### src/rtl/led_pattern_gen.sv
// led_pattern_gen: shared tick prescaler driving CHANNELS independent off/on/blink/one-shot LED outputs.
// Optional feature macro: LED_PWM_DIM_EN adds per-channel 8-bit PWM dimming of the on-phase.

module led_chan (
  input  logic        in_clk,
  input  logic        reset,
  input  logic        i_tick,
  input  logic        i_wr,
  input  logic [1:0]  i_mode,
  input  logic [15:0] i_half,
  output logic        o_st
);
  logic [1:0]  r_mode;
  logic [15:0] r_half;
  logic [15:0] r_ph;
  logic        r_st;
  logic [15:0] w_len;
  logic        w_wrap;

  assign w_len  = (r_half == 16'd0) ? 16'd1 : r_half;
  // 17-bit compare so ph+1 cannot overflow when half = 0xFFFF
  assign w_wrap = ({1'b0, r_ph} + 17'd1) >= {1'b0, w_len};

  always_ff @(posedge in_clk or posedge reset) begin
    if (reset) begin
      r_mode <= 2'd0;
      r_half <= 16'd0;
      r_ph   <= 16'd0;
      r_st   <= 1'b0;
    end else if (i_wr) begin
      r_mode <= i_mode;
      r_half <= i_half;
      r_ph   <= 16'd0;
      r_st   <= (i_mode != 2'd0);
    end else if (i_tick && r_mode[1]) begin
      if (w_wrap) begin
        r_ph <= 16'd0;
        if (r_mode == 2'd2) begin
          r_st <= ~r_st;
        end else begin
          r_mode <= 2'd0;
          r_st   <= 1'b0;
        end
      end else begin
        r_ph <= r_ph + 16'd1;
      end
    end
  end

  assign o_st = r_st;
endmodule

module led_pattern_gen #(
  parameter  int OSC_CLOCK = 27000000,
  parameter  int TICK_HZ   = 1000,
  parameter  int CHANNELS  = 4,
  localparam int CH_W      = (CHANNELS > 1) ? $clog2(CHANNELS) : 1
) (
  input  logic                in_clk,
  input  logic                reset,
  input  logic                cfg_wr,
  input  logic [CH_W-1:0]     cfg_chan,
  input  logic [1:0]          cfg_mode,
  input  logic [15:0]         cfg_half,
  input  logic [7:0]          cfg_bright,
  output logic                tick,
  output logic [CHANNELS-1:0] led
);
  localparam int DIV = OSC_CLOCK / TICK_HZ;
  localparam int PW  = $clog2(DIV);

  logic [PW-1:0]       r_pre;
  logic [CHANNELS-1:0] w_wr;
  logic [CHANNELS-1:0] w_st;
  logic [CHANNELS-1:0] w_on;

  always_ff @(posedge in_clk or posedge reset) begin
    if (reset) begin
      r_pre <= '0;
      tick  <= 1'b0;
    end else begin
      tick  <= (r_pre == PW'(DIV - 1));
      r_pre <= (r_pre == PW'(DIV - 1)) ? '0 : r_pre + 1'b1;
    end
  end

  // Out-of-range channel numbers match no decode line and are dropped
  for (genvar g = 0; g < CHANNELS; g++) begin : g_ch
    assign w_wr[g] = cfg_wr && (cfg_chan == CH_W'(g));
    led_chan u_chan (
      .in_clk (in_clk),
      .reset  (reset),
      .i_tick (tick),
      .i_wr   (w_wr[g]),
      .i_mode (cfg_mode),
      .i_half (cfg_half),
      .o_st   (w_st[g])
    );
  end

`ifdef LED_PWM_DIM_EN
  logic [7:0]                r_pwm;
  logic [CHANNELS-1:0][7:0]  r_bright;

  always_ff @(posedge in_clk or posedge reset) begin
    if (reset) begin
      r_pwm    <= 8'd0;
      r_bright <= '0;
    end else begin
      r_pwm <= r_pwm + 8'd1;
      for (int i = 0; i < CHANNELS; i++)
        if (w_wr[i]) r_bright[i] <= cfg_bright;
    end
  end

  for (genvar g = 0; g < CHANNELS; g++) begin : g_pwm
    assign w_on[g] = w_st[g] && (r_pwm < r_bright[g]);
  end
`else
  logic w_unused_bright;
  assign w_unused_bright = ^cfg_bright;
  assign w_on = w_st;
`endif

  always_ff @(posedge in_clk or posedge reset) begin
    if (reset) led <= '0;
    else       led <= w_on;
  end
endmodule

### config.mk
export PLATFORM = sky130hd
export DESIGN_NAME = led_pattern_gen
export DESIGN_NICKNAME = d
export VERILOG_FILES = /design/src/rtl/led_pattern_gen.sv
export SDC_FILE = /design/constraint.sdc
export NUM_CORES = 1
export LEC_CHECK = 0
export CAP_MARGIN = 20
export CORE_ASPECT_RATIO = 1.1
export CORE_MARGIN = 1
export CORE_UTILIZATION = 60
export DETAILED_ROUTE_END_ITERATION = 8
export DONT_BUFFER_PORTS = 1
export PLACE_DENSITY = 0.78
export REMOVE_ABC_BUFFERS = 1
export SLEW_MARGIN = 20
export SYNTH_ARGS = -nofsm -noshare
export SYNTH_HDL_FRONTEND = slang
export SYNTH_SLANG_ARGS = --single-unit
export TNS_END_PERCENT = 50
### constraint.sdc
create_clock -name in_clk -period 8.25 [get_ports in_clk]
set_input_delay 1.2375 -clock in_clk [delete_from_list [all_inputs] [get_ports in_clk]]
set_output_delay 1.2375 -clock in_clk [all_outputs]
set_load 0.01 [all_outputs]
==> metrics.log <==
[metrics] Chip Width: 120.7 um
[metrics] worst slew pin tran: 0.9938 ns
[metrics] Buffers on Ports: 0
[metrics] met3 WL post-DR: around 960 um
[metrics] First-pass DRT Iterations: 5
[metrics] overflow left after global routing: 0
[metrics] internal portion of total power: about 1.6 mW
[metrics] result of the run: completed
[metrics] antenna violations before repair: 0
[metrics] Area Growth Syn to Fin: 8.856%
[metrics] Max transition margin: 0.3375
[metrics] Clock Sinks: 160
[metrics] count of endpoints failing hold in the final timing report: 0
[metrics] fraction of power consumed by combinational cells: 0.164
[metrics] met2 WL post-DR: 10.01 mm
[metrics] vertical die dimension: 132.6 um
[metrics] placer congestion estimate: 0.8451
[metrics] fmax: ~240 MHz
[metrics] DRC violations left: 0
[metrics] standard-cell row count: 47
[metrics] number of enable flip-flop cells after synthesis: 0
[metrics] switching power summed over all nets: 0.6277 mW
[metrics] CTS Buf Count: 17
[metrics] unrepaired setup endpoints after global routing: false
[metrics] count of pins on the block boundary: 36
[metrics] class of the tightest hold or removal check: reg -> reg
[metrics] routed length per instance: 17.33 um
[metrics] Max Cap Violations: 0
[metrics] final number of max-transition violations: 0
[metrics] post-synthesis sequential area ratio: 0.4307
[metrics] number of vias per cell after detailed routing: 6.098
[metrics] element type at the critical path start: register
[metrics] critical path required time: 8.59 ns
[metrics] post-CTS setup repair buffer count: 0
[metrics] Critical Path Fanout Max: 14
[metrics] syn_area_per_cell: roughly 9 um^2
[metrics] first-pass GRT wire length: 35.21 mm
[metrics] share of final-layout standard cells stronger than drive strength 1: 0.06713
[metrics] flop and latch count out of synthesis: 160
[metrics] Worst setup EP type: register
[metrics] Leak: 4.764 nW
[metrics] Antenna Diode Count: 0
[metrics] signal arrival time at the worst endpoint: 4.45 ns
[metrics] maximum number of pins on one net before global-route repair: 83
[metrics] cell area power density: between 200 and 250 mW/mm^2
[metrics] final period utilization: 0.4974
[metrics] shortest clock period the worst path allows after layout: 4.104 ns
[metrics] metal1 wirelength: 9.423 mm
[metrics] clock buffer depth: 2
[metrics] Core Footprint: between 0.015 and 0.02 mm^2
[metrics] synthesized instance count: 1009
[metrics] clock-pin slew reported for the worst setup and hold paths after clock tree synthesis: 0.06 ns
[metrics] initial cell density of the core: 0.6151
[metrics] clock tree from TritonCTS: done
[metrics] total routing resource utilization after global routing: 0.2810
[metrics] Worst Skew: 0.006134 ns
[metrics] top_reg_cell synth: sky130_fd_sc_hd__dfrtp_1
[metrics] via count of the first global-routing pass: 7070
[metrics] r2r worst-path depth: 13
[metrics] final worst hold slack: between 0.4 and 0.5 ns
[metrics] die area: 0.01600 mm^2
[metrics] level count of the clock H-tree: 4
[metrics] fraction of synthesis flops using an asynchronous set or reset pin: 1.000
[metrics] number of buffers inserted for hold repair after clock tree synthesis: 0
[metrics] clock group share of total power: 0.398
[metrics] Min-Delay Path Depth: 0
[metrics] Clock Latency Late Sink: 0.43 ns
[metrics] Antenna Nets Post-Route: 0
[metrics] Resized cells post-CTS: 0
[metrics] cell chosen for the clock root: sky130_fd_sc_hd__clkbuf_16
[metrics] initial detailed-routing violation count: 592
[metrics] final setup vio count: 0
[metrics] critical path class: reg -> reg
[metrics] highest metal layer with signal wires: met4
[metrics] total number of yosys warnings: 0
[metrics] Worst VDD drop: 0.1518 mV
[metrics] share of power burned in registers: 0.439
[metrics] Vias: 7372
[metrics] final-layout setup total negative slack: 0 ns
[metrics] post-synth design cell area: 0.009296 mm^2
[metrics] PnR Total Power: between 2 and 2.5 mW
[metrics] net count of the finished layout: 1100
[metrics] detailed-placement wirelength estimate: roughly 15 mm
[metrics] routed wire length: between 20 and 25 mm
[metrics] number of distinct library cells after synthesis: 73
[metrics] switching share of power: 0.2848
[cell usage after synthesis (6+ instances only)]
library cell | number | share of area
sky130_fd_sc_hd__xnor2_1 | 35 | 0.033
sky130_fd_sc_hd__o31ai_1 | 7 | 0.0057
sky130_fd_sc_hd__or3_1 | 7 | 0.0047
sky130_fd_sc_hd__and2_1 | 6 | 0.0040
sky130_fd_sc_hd__nand2_1 | 166 | 0.067
sky130_fd_sc_hd__and3_1 | 13 | 0.0087
sky130_fd_sc_hd__nor2_1 | 43 | 0.017
sky130_fd_sc_hd__dfrtp_1 | 160 | 0.43
sky130_fd_sc_hd__xor2_1 | 25 | 0.024
sky130_fd_sc_hd__a21oi_1 | 21 | 0.011
sky130_fd_sc_hd__a21o_1 | 9 | 0.0073
sky130_fd_sc_hd__a32o_1 | 6 | 0.0065
sky130_fd_sc_hd__nand4_1 | 24 | 0.016
sky130_fd_sc_hd__o2bb2ai_1 | 7 | 0.0066
sky130_fd_sc_hd__nand3_1 | 37 | 0.020
sky130_fd_sc_hd__clkbuf_1 | 27 | 0.011
sky130_fd_sc_hd__and4_1 | 7 | 0.0066
sky130_fd_sc_hd__ha_1 | 69 | 0.093
sky130_fd_sc_hd__nor4_1 | 16 | 0.011
sky130_fd_sc_hd__inv_1 | 72 | 0.029
sky130_fd_sc_hd__o21ai_0 | 106 | 0.057
sky130_fd_sc_hd__nor3_1 | 19 | 0.010
sky130_fd_sc_hd__a22o_1 | 31 | 0.029
sky130_fd_sc_hd__nand2b_1 | 7 | 0.0047
[power by group through the flow]
stage / clock [mW] / sequential, mW / combinational, mW
2_1_floorplan: 0 / 0.956 / 0.276
3_3_place_gp: 0 / 0.974 / 0.342
3_5_place_dp: 0 / 0.976 / 0.358
4_1_cts: 0.884 / 0.964 / 0.362
5_1_grt: 0.918 / 0.979 / 0.417
6_report: 0.877 / 0.967 / 0.361
[cells by family after synthesis]
| family | count (synthesis) | share of synthesized area |
|---|---|---|
| xor+xnor | 60 | 0.05653 |
| simple gates | 376 | 0.2000 |
| mux | 5 | 0.006325 |
| buf+inv | 106 | 0.04536 |
| fa+ha+maj | 69 | 0.09287 |
| compound gates | 233 | 0.1682 |
| flops | 160 | 0.4307 |
[flip-flops by register name, indices dropped and copies added (netlist names)]
| name | flops |
|---|---|
| led | 4 |
| r_pre | 15 |
| g_ch.u_chan.r_ph | 64 |
| g_ch.u_chan.r_half | 64 |
| g_ch.u_chan.r_mode | 8 |
| tick | 1 |
| g_ch.u_chan.o_st | 4 |
[layer usage]
metal,GRT usage,vias to the layer above
met5,0,-
li1,-,3569
met3,0.05172,36
met4,0.1118,0
met2,0.4531,183
met1,0.3747,3584
[critical path, cell delays in order, from the launching register on]
cell and delay, ns:
sky130_fd_sc_hd__dfrtp_1 0.46, sky130_fd_sc_hd__ha_1 0.29, sky130_fd_sc_hd__nand3_2 0.14, sky130_fd_sc_hd__or2_2 0.35
sky130_fd_sc_hd__nor2_1 0.17, sky130_fd_sc_hd__nand3_1 0.13, sky130_fd_sc_hd__xnor2_1 0.25, sky130_fd_sc_hd__ha_1 0.31
sky130_fd_sc_hd__nand4_1 0.17, sky130_fd_sc_hd__nor4_1 0.09, sky130_fd_sc_hd__a2111oi_0 0.45, sky130_fd_sc_hd__nand3_1 0.46
sky130_fd_sc_hd__or4_1 0.64, sky130_fd_sc_hd__o211ai_1 0.11
[cell usage in the layout, fill, tap and decap left out, drive strengths merged, types with 4 or more instances in the layout]
cell | Yosys | layout
o21ai | 108 | 108
nor2 | 45 | 45
nor3 | 20 | 20
nand3 | 38 | 38
bufinv | 0 | 5
clkinv | 0 | 6
nand4 | 25 | 25
nor2b | 5 | 5
xor2 | 25 | 25
clkbuf | 27 | 19
nand2 | 167 | 167
dfrtp | 160 | 160
and3 | 13 | 13
mux2 | 4 | 4
and2 | 6 | 6
a21oi | 21 | 21
o2bb2ai | 7 | 7
inv | 72 | 74
a21o | 9 | 9
nand2b | 7 | 7
or3 | 8 | 8
a32o | 6 | 6
or2 | 6 | 6
o31ai | 7 | 7
a211oi | 10 | 10
nor4 | 17 | 17
ha | 69 | 69
a22o | 31 | 31
and4 | 7 | 7
xnor2 | 35 | 35
a41o | 4 | 4
buf | 7 | 6
[stage by stage]
| step | worst slack [ns] | utilization | std cells | instance area, um^2 |
|---|---|---|---|---|
| 6_report | 4.146 | 0.6696 | 1209 | 10120 |
| 5_1_grt | 3.745 | 0.6696 | 1209 | 10120 |
| 4_1_cts | 4.181 | 0.6685 | 1209 | 10100 |
| 3_5_place_dp | 4.220 | 0.6255 | 1177 | 9453 |
| 3_3_place_gp | 4.279 | 0.6255 | 1177 | 9453 |
| 2_1_floorplan | 2.693 | - | 975 | 9145 |
[worst paths after layout]
path / from / endpoint / slack (ns)
worst max-delay path: g_ch[2].u_chan.r_ph[0]$_DFFE_PP0P_ / g_ch[2].u_chan.r_ph[14]$_DFFE_PP0P_ / 4.15
worst min-delay path: g_ch[1].u_chan.o_st$_DFFE_PP0P_ / led[1]$_DFF_PP0_ / 0.41
worst max register to register: g_ch[2].u_chan.r_ph[0]$_DFFE_PP0P_ / g_ch[2].u_chan.r_ph[14]$_DFFE_PP0P_ / 4.15
worst min register to register: g_ch[1].u_chan.o_st$_DFFE_PP0P_ / led[1]$_DFF_PP0_ / 0.41
max in group asynchronous: reset / g_ch[3].u_chan.r_ph[15]$_DFFE_PP0P_ / 6.32
min in group asynchronous: reset / g_ch[2].u_chan.r_ph[0]$_DFFE_PP0P_ / 0.78
[cell type report]
class / count / area, um^2
Timing Repair Buffer: 6 / 48.80
Clock inverter: 13 / 207.7
Clock buffer: 19 / 442.9
Multi-Input combinational cell: 743 / 4896
Tap cell: 196 / 245.2
Sequential cell: 160 / 4004
Inverter: 72 / 275.3
Fill cell: 1207 / 4994
No activity file was read; power rests on OpenSTA's default activity.
